--- config.mk ---
export PLATFORM = sky130hd
export DESIGN_NAME = bcd_seven_seg_scanner
export DESIGN_NICKNAME = d
export VERILOG_FILES = /design/src/rtl/bcd_display_pkg.sv /design/src/rtl/bcd_to_seg.sv /design/src/rtl/bcd_seven_seg_scanner.sv
export SDC_FILE = /design/constraint.sdc
export NUM_CORES = 1
export LEC_CHECK = 0
export ABC_AREA = 1
export CORE_AREA = 3 3 67 69
export CTS_BUF_LIST = sky130_fd_sc_hd__clkbuf_16
export CTS_CLUSTER_SIZE = 25
export DETAILED_ROUTE_END_ITERATION = 7
export DIE_AREA = 0 0 70 72
export GPL_ROUTABILITY_DRIVEN = 1
export PLACE_DENSITY = 0.79
export REMOVE_ABC_BUFFERS = 1
export SYNTH_ARGS = -nofsm -noshare
export SYNTH_HDL_FRONTEND = slang
export SYNTH_SLANG_ARGS = --single-unit
--- constraint.sdc ---
create_clock -name clk -period 1.9 [get_ports clk]
set_input_delay 0.38 -clock clk [delete_from_list [all_inputs] [get_ports clk]]
set_output_delay 0.38 -clock clk [all_outputs]
set_load 0.01 [all_outputs]
--- src/rtl/bcd_display_pkg.sv ---
// ---------------------------------------------------------------------------
// bcd_display_pkg
// Shared constants and types for the BCD seven-segment display slice.
//   DIGIT_W      : width of one BCD nibble
//   SEG_DASH     : pattern shown for a nibble above 9 (segment g only)
//   SEG_BLANK    : all segments off
//   SEG_LUT      : gfedcba patterns for the decimal digits 0..9
//   scan_state_t : IDLE until the first capture, then SHOW forever
//   nibble_invalid() : true for a nibble that is not a decimal digit
// ---------------------------------------------------------------------------
package bcd_display_pkg;

   localparam int DIGIT_W = 4;

   localparam logic [6:0] SEG_DASH  = 7'h40;
   localparam logic [6:0] SEG_BLANK = 7'h00;

   localparam logic [6:0] SEG_LUT [10] = '{
      7'h3F, 7'h06, 7'h5B, 7'h4F, 7'h66,
      7'h6D, 7'h7D, 7'h07, 7'h7F, 7'h6F
   };

   typedef enum logic {
      IDLE,
      SHOW
   } scan_state_t;

   // Anything from A to F cannot come out of a healthy converter.
   function automatic logic nibble_invalid(input logic [DIGIT_W-1:0] nibble);
      return nibble > DIGIT_W'(9);
   endfunction

endpackage

--- src/rtl/bcd_to_seg.sv ---
// ---------------------------------------------------------------------------
// bcd_to_seg
// Combinational decoder from one BCD nibble to a seven-segment pattern.
// Ports:
//   nibble : input  [DIGIT_W-1:0]  BCD digit to show
//   seg    : output [6:0]          {g,f,e,d,c,b,a}, active-high; a dash for
//                                  values above 9
// ---------------------------------------------------------------------------
module bcd_to_seg
   import bcd_display_pkg::*;
(
   input  logic [DIGIT_W-1:0] nibble,
   output logic [6:0]         seg
);

   // Start from the dash so the six non-decimal codes need no entries of
   // their own; the loop keeps every table index a constant.
   always_comb begin
      seg = SEG_DASH;
      for (int i = 0; i < 10; i++) begin
         if (nibble == DIGIT_W'(i)) begin
            seg = SEG_LUT[i];
         end
      end
   end

endmodule

--- src/rtl/bcd_seven_seg_scanner.sv ---
// ---------------------------------------------------------------------------
// bcd_seven_seg_scanner
// Captures the packed BCD vector from the binary-to-BCD converter whenever
// its done strobe is high and time-multiplexes the digits onto a single
// seven-segment display, one digit per scanDivider clocks.
// Parameters:
//   numberOfDigits : digits captured and scanned (>= 1)
//   scanDivider    : clocks per digit slot (>= 2)
// Ports:
//   clk           : input               system clock
//   rst           : input               asynchronous reset, active-high
//   BinaryDecimal : input  [N-1:0][3:0] BCD digits, digit 0 least significant
//   to2_10Sum     : input               converter done strobe, captures data
//   seg           : output [6:0]        {g,f,e,d,c,b,a}, active-high, registered
//   an            : output [N-1:0]      one-hot digit enable, registered
//   bcdErr        : output              captured value holds a nibble above 9
// Build option:
//   LEADING_ZERO_BLANK_EN : when defined, leading zero digits above digit 0
//                           are blanked while the anode scan continues.
// ---------------------------------------------------------------------------
module bcd_seven_seg_scanner
   import bcd_display_pkg::*;
#(
   parameter int numberOfDigits = 3,
   parameter int scanDivider    = 50000
)
(
   input  logic                                    clk,
   input  logic                                    rst,
   input  logic [numberOfDigits-1:0][DIGIT_W-1:0]  BinaryDecimal,
   input  logic                                    to2_10Sum,
   output logic [6:0]                              seg,
   output logic [numberOfDigits-1:0]               an,
   output logic                                    bcdErr
);

   localparam int PRESC_W = (scanDivider > 1) ? $clog2(scanDivider) : 1;
   localparam int IDX_W   = (numberOfDigits > 1) ? $clog2(numberOfDigits) : 1;

   localparam logic [PRESC_W-1:0] PRESC_LAST = PRESC_W'(scanDivider - 1);
   localparam logic [IDX_W-1:0]   IDX_LAST   = IDX_W'(numberOfDigits - 1);

   scan_state_t                               state;
   logic [numberOfDigits-1:0][DIGIT_W-1:0]    capture_q;
   logic [PRESC_W-1:0]                        presc_q;
   logic [IDX_W-1:0]                          idx_q;

   logic                                      capture_err;
   logic [DIGIT_W-1:0]                        digit_sel;
   logic [6:0]                                seg_decoded;
   logic [6:0]                                seg_next;
   logic [numberOfDigits-1:0]                 an_next;

   // The error flag is computed from the incoming vector so it can be
   // registered on the very edge that captures it.
   always_comb begin
      capture_err = 1'b0;
      for (int i = 0; i < numberOfDigits; i++) begin
         if (nibble_invalid(BinaryDecimal[i])) begin
            capture_err = 1'b1;
         end
      end
   end

   // Digit mux and anode decode, both driven by the current scan index.
   // The index never leaves 0..numberOfDigits-1, so the zero default of the
   // mux is never actually shown.
   always_comb begin
      digit_sel = '0;
      an_next   = '0;
      for (int i = 0; i < numberOfDigits; i++) begin
         if (idx_q == IDX_W'(i)) begin
            digit_sel  = capture_q[i];
            an_next[i] = 1'b1;
         end
      end
   end

   bcd_to_seg u_bcd_to_seg (
      .nibble (digit_sel),
      .seg    (seg_decoded)
   );

`ifdef LEADING_ZERO_BLANK_EN
   logic [numberOfDigits-1:0] leading_zero;
   logic                      upper_zero;
   logic                      blank_digit;

   // leading_zero[i] is set when digit i and every digit above it are zero.
   // Invalid nibbles are non-zero, so they stop the blanking run. Digit 0
   // is left out of the selection so a lone zero is still visible.
   always_comb begin
      upper_zero   = 1'b1;
      leading_zero = '0;
      for (int i = numberOfDigits - 1; i >= 0; i--) begin
         upper_zero      = upper_zero & (capture_q[i] == '0);
         leading_zero[i] = upper_zero;
      end
      blank_digit = 1'b0;
      for (int i = 1; i < numberOfDigits; i++) begin
         if (idx_q == IDX_W'(i)) begin
            blank_digit = leading_zero[i];
         end
      end
      seg_next = blank_digit ? SEG_BLANK : seg_decoded;
   end
`else
   // Every digit is shown, leading zeros included.
   always_comb begin
      seg_next = seg_decoded;
   end
`endif

   // Scan controller. The outputs are registered from the state, index and
   // capture register as they stood before this edge, which gives one clock
   // of latency from a capture to the first digit appearing. A capture
   // outranks a prescaler wrap on the same edge, so the slot timing always
   // restarts cleanly on digit 0.
   always_ff @(posedge clk or posedge rst) begin
      if (rst) begin
         state     <= IDLE;
         capture_q <= '0;
         presc_q   <= '0;
         idx_q     <= '0;
         seg       <= SEG_BLANK;
         an        <= '0;
         bcdErr    <= 1'b0;
      end else begin
         case (state)
            IDLE: begin
               seg <= SEG_BLANK;
               an  <= '0;
            end
            SHOW: begin
               seg <= seg_next;
               an  <= an_next;
            end
            default: begin
               seg <= SEG_BLANK;
               an  <= '0;
            end
         endcase

         if (to2_10Sum) begin
            capture_q <= BinaryDecimal;
            presc_q   <= '0;
            idx_q     <= '0;
            bcdErr    <= capture_err;
            state     <= SHOW;
         end else if (state == SHOW) begin
            if (presc_q == PRESC_LAST) begin
               presc_q <= '0;
               idx_q   <= (idx_q == IDX_LAST) ? '0 : idx_q + IDX_W'(1);
            end else begin
               presc_q <= presc_q + PRESC_W'(1);
            end
         end
      end
   end

endmodule

==> summary.txt <==
Setup path
  • R2r endpoint: presc_q[6]$_DFFE_PP0P_
  • Reg2Reg Launch Point: presc_q[0]$_DFFE_PP0P_
  • Worst path top cell family by delay: simple AND/OR/NAND/NOR gates
  • Worst-path maximum fanout: 7
  • WP depth: 8
  • Buffers and inverters on the worst path: 1
  • Setup crit start kind: flip-flop
  • Crit path launch: presc_q[0]$_DFFE_PP0P_
  • Crit path arrival time: 1.82 ns
  • WP data required: 2.06 ns
  • CP cell instances: ha_1 > nand3_2 > nor4_2 > nand2_1 > nand2_2 > nand2_4 > clkinv_2 > nor2_1
  • Crit. End Element: flip-flop
  • Critical path's slowest cell: dfrtp_1
  • Reg2Reg Depth: 8
  • Worst setup endpoint: presc_q[6]$_DFFE_PP0P_
  • FF-to-FF setup slack: 0.25 ns
  • Worst path max stage delay: 0.40 ns
  • CP Class: reg2reg

Timing
  • Final setup margin: 0.247 ns
  • Setup tns final: 0 ns
  • Final min period: 1.65 ns
  • Setup repair after global routing missed its margin: no
  • Fin Hold WS: 0.473 ns
  • Tcrit/Tclk final: 87.0%
  • Worst Skew: 0.00503 ns
  • Max Clk Rate: 0.605 GHz
  • Final Max Tran Viols: 0
  • Measured slew at the worst slew-check pin: 0.512 ns
  • Setup violators final: 0
  • Final Hold Fails: 0
  • Slew HR: 65.9%

Flow run
  • Max-Cap Viols: 0

Synthesis
  • Post-Syn Instances: 274
  • Cell taking the most area after synthesis: dfrtp_1
  • Synthesized cell area: 2140 µm²
  • Register area share after synthesis: 49.0%
  • Synthesized area per cell: 7.83 µm²
  • Synth top area cells: dfrtp_1, nand2_1, nor2_1
  • Cell variety after synth: 29
  • Post-synth top area share: 49.0%
  • Syn. warnings: 0
  • Seq cells post-synth: 42

Clock tree
  • CTS resizes: 0
  • Clock latency on the worst-skew pair: 0.28 ns
  • CTS Hold Bufs: 0
  • H-tree levels: 2
  • CTS Sinks: 42
  • Clk root buf: clkbuf_16
  • CTS tree: built
  • Max clock buf depth: 2
  • Postcts setup bufs: 0
  • Clock-pin slew on the worst setup and hold paths: 0.06 ns
  • Number of buffers created by CTS: 5

Power
  • Max rail drop VDD: 0.511 mV
  • Power per cell area: 786 nW/µm²
  • Leakage: 1.24 nW

Placed design
  • Routability cong.: 0.870
  • Post-DP HPWL: 3210 µm
  • IO buf count: 25
  • DP Worst Slack: 0.109 ns

Drt
  • Post-DRT Antenna Nets: 0
  • Routed via count: 1,822
  • First-pass DRT Iterations: 4
  • DRT Wirelength: 4370 µm
  • Vias per cell: 5.15
  • Detailed Route Iter0 Violations: 138
  • Number of remaining DRC errors: 0
  • WL/cell: 12.3 µm

Layout
  • Filler cells: 331
  • Multi-input gate area: 946 µm²
  • Final net count: 320
  • Most common cell after layout, fill and taps aside: nand2_1
  • Diode count: 0
  • Share of cells above drive strength 1: 9.87%
  • Commonest non-fill, non-tap cells in the layout: nand2_1, dfrtp_1, nor2_1
  • Synthesis-to-layout area growth: 20.4%
  • FF/Latch Area: 1050 µm²

Die
  • Core footprint: 3970 µm²
  • Die width: 70 µm
  • Die Y: 72 µm
  • Cell Rows: 23
  • Die area: 5040 µm²
  • Starting Density: 54.0%
  • Boundary pin count: 26

Status
  • Status: finished clean

Global routing
  • Tot GR Track Use: 19.8%
  • Number of global-route vias before repair: 1,820
  • First-pass GRT wire length: 7940 µm
  • Largest net degree at the start of global routing: 43
  • Global route total overflow: 0
  • Initial antenna violation count: 0

Min path
  • Hold Crit Start: capture_q[1]$_DFFE_PP0P_
  • HP Class: reg2reg
cell families (layout without fill, tap and decap cells):
logic type,Yosys count,count (layout),share of synthesized area [%]
buffers and inverters,34,64,6.88
AND/OR/NAND/NOR,170,170,35.8
adder cells (fa/ha/maj),1,1,0.583
flip-flops,42,42,49.0
AO/OA/AOI/OAI,20,20,4.84
XOR/XNOR,7,7,2.86
layout make-up:
type,instances,area share (%)
Clock buffer,5,4.85
Clock inverter,2,0.388
Inverter,28,4.12
Multi-Input combinational cell,198,36.6
Sequential cell,42,40.7
Tap cell,50,2.42
Timing Repair Buffer,29,10.9
flip-flops by register name, summed over array words and instances, names as in the netlist:
name	flops
idx_q	2
bcdErr	1
seg	7
an	3
state	1
capture_q	12
presc_q	16
layer usage:
metal | wire, µm | GRT usage (%) | vias to the layer above | share of wire (%)
li1 | - | - | 926 | -
met1 | 1960 | 25.2 | 833 | 45
met2 | 2120 | 33.2 | 56 | 49
met3 | 217 | 4.16 | 7 | 5.0
met4 | 70 | 8.09 | 0 | 1.6
met5 | 0 | 0 | - | 0
worst min path at each step:
stage	end	slack, ns	cells after the start
2_1_floorplan	capture_q[1]$_DFFE_PP0P_	0.44	2
3_3_place_gp	capture_q[1]$_DFFE_PP0P_	0.46	2
3_5_place_dp	capture_q[1]$_DFFE_PP0P_	0.46	2
4_1_cts	capture_q[1]$_DFFE_PP0P_	0.47	2
5_1_grt	capture_q[1]$_DFFE_PP0P_	0.50	2
6_report	capture_q[1]$_DFFE_PP0P_	0.47	2
power breakdown:
part,switching [mW],internal (mW)
Combinational,0.133,0.119
Clock,0.330,0.474
Sequential,0.0255,0.948
Total,0.488,1.54
stage by stage:
stage / util (%) / instance area [µm²] / std cells / power, mW
after floorplan: - / 2100 / 268 / 1.12
after global placement: 61.6 / 2450 / 347 / 1.23
after detailed placement: 61.6 / 2450 / 347 / 1.24
after CTS: 65.0 / 2580 / 354 / 2.05
after global routing: 65.0 / 2580 / 354 / 2.12
final: 65.0 / 2580 / 354 / 2.03
worst register-to-register path: cells and delay by family (launching register included):
kind                     cells  cell delay, ns
adder cells (fa/ha/maj)      1            0.23
flip-flops                   1            0.40
AND/OR/NAND/NOR              6            0.81
buffers and inverters        1            0.10
synthesized netlist by cell type:
library cell	count
nand2_1	93
dfrtp_1	42
nor2_1	31
inv_1	24
nand3_1	20
o21ai_0	12
xor2_1	6
a21oi_1	5
nand4_1	5
nor3_1	5
nand3_2	4
buf_4	3
inv_2	3
nor2_2	3
clkbuf_1	2
nand2_2	2
o21ai_1	2
a41oi_1	1
buf_6	1
clkinv_2	1
ha_1	1
nand2_4	1
nand3b_1	1
nor2_4	1
nor3_2	1
nor3_4	1
nor4_2	1
or2_2	1
xnor2_1	1
(Power assumes the default switching activity.)
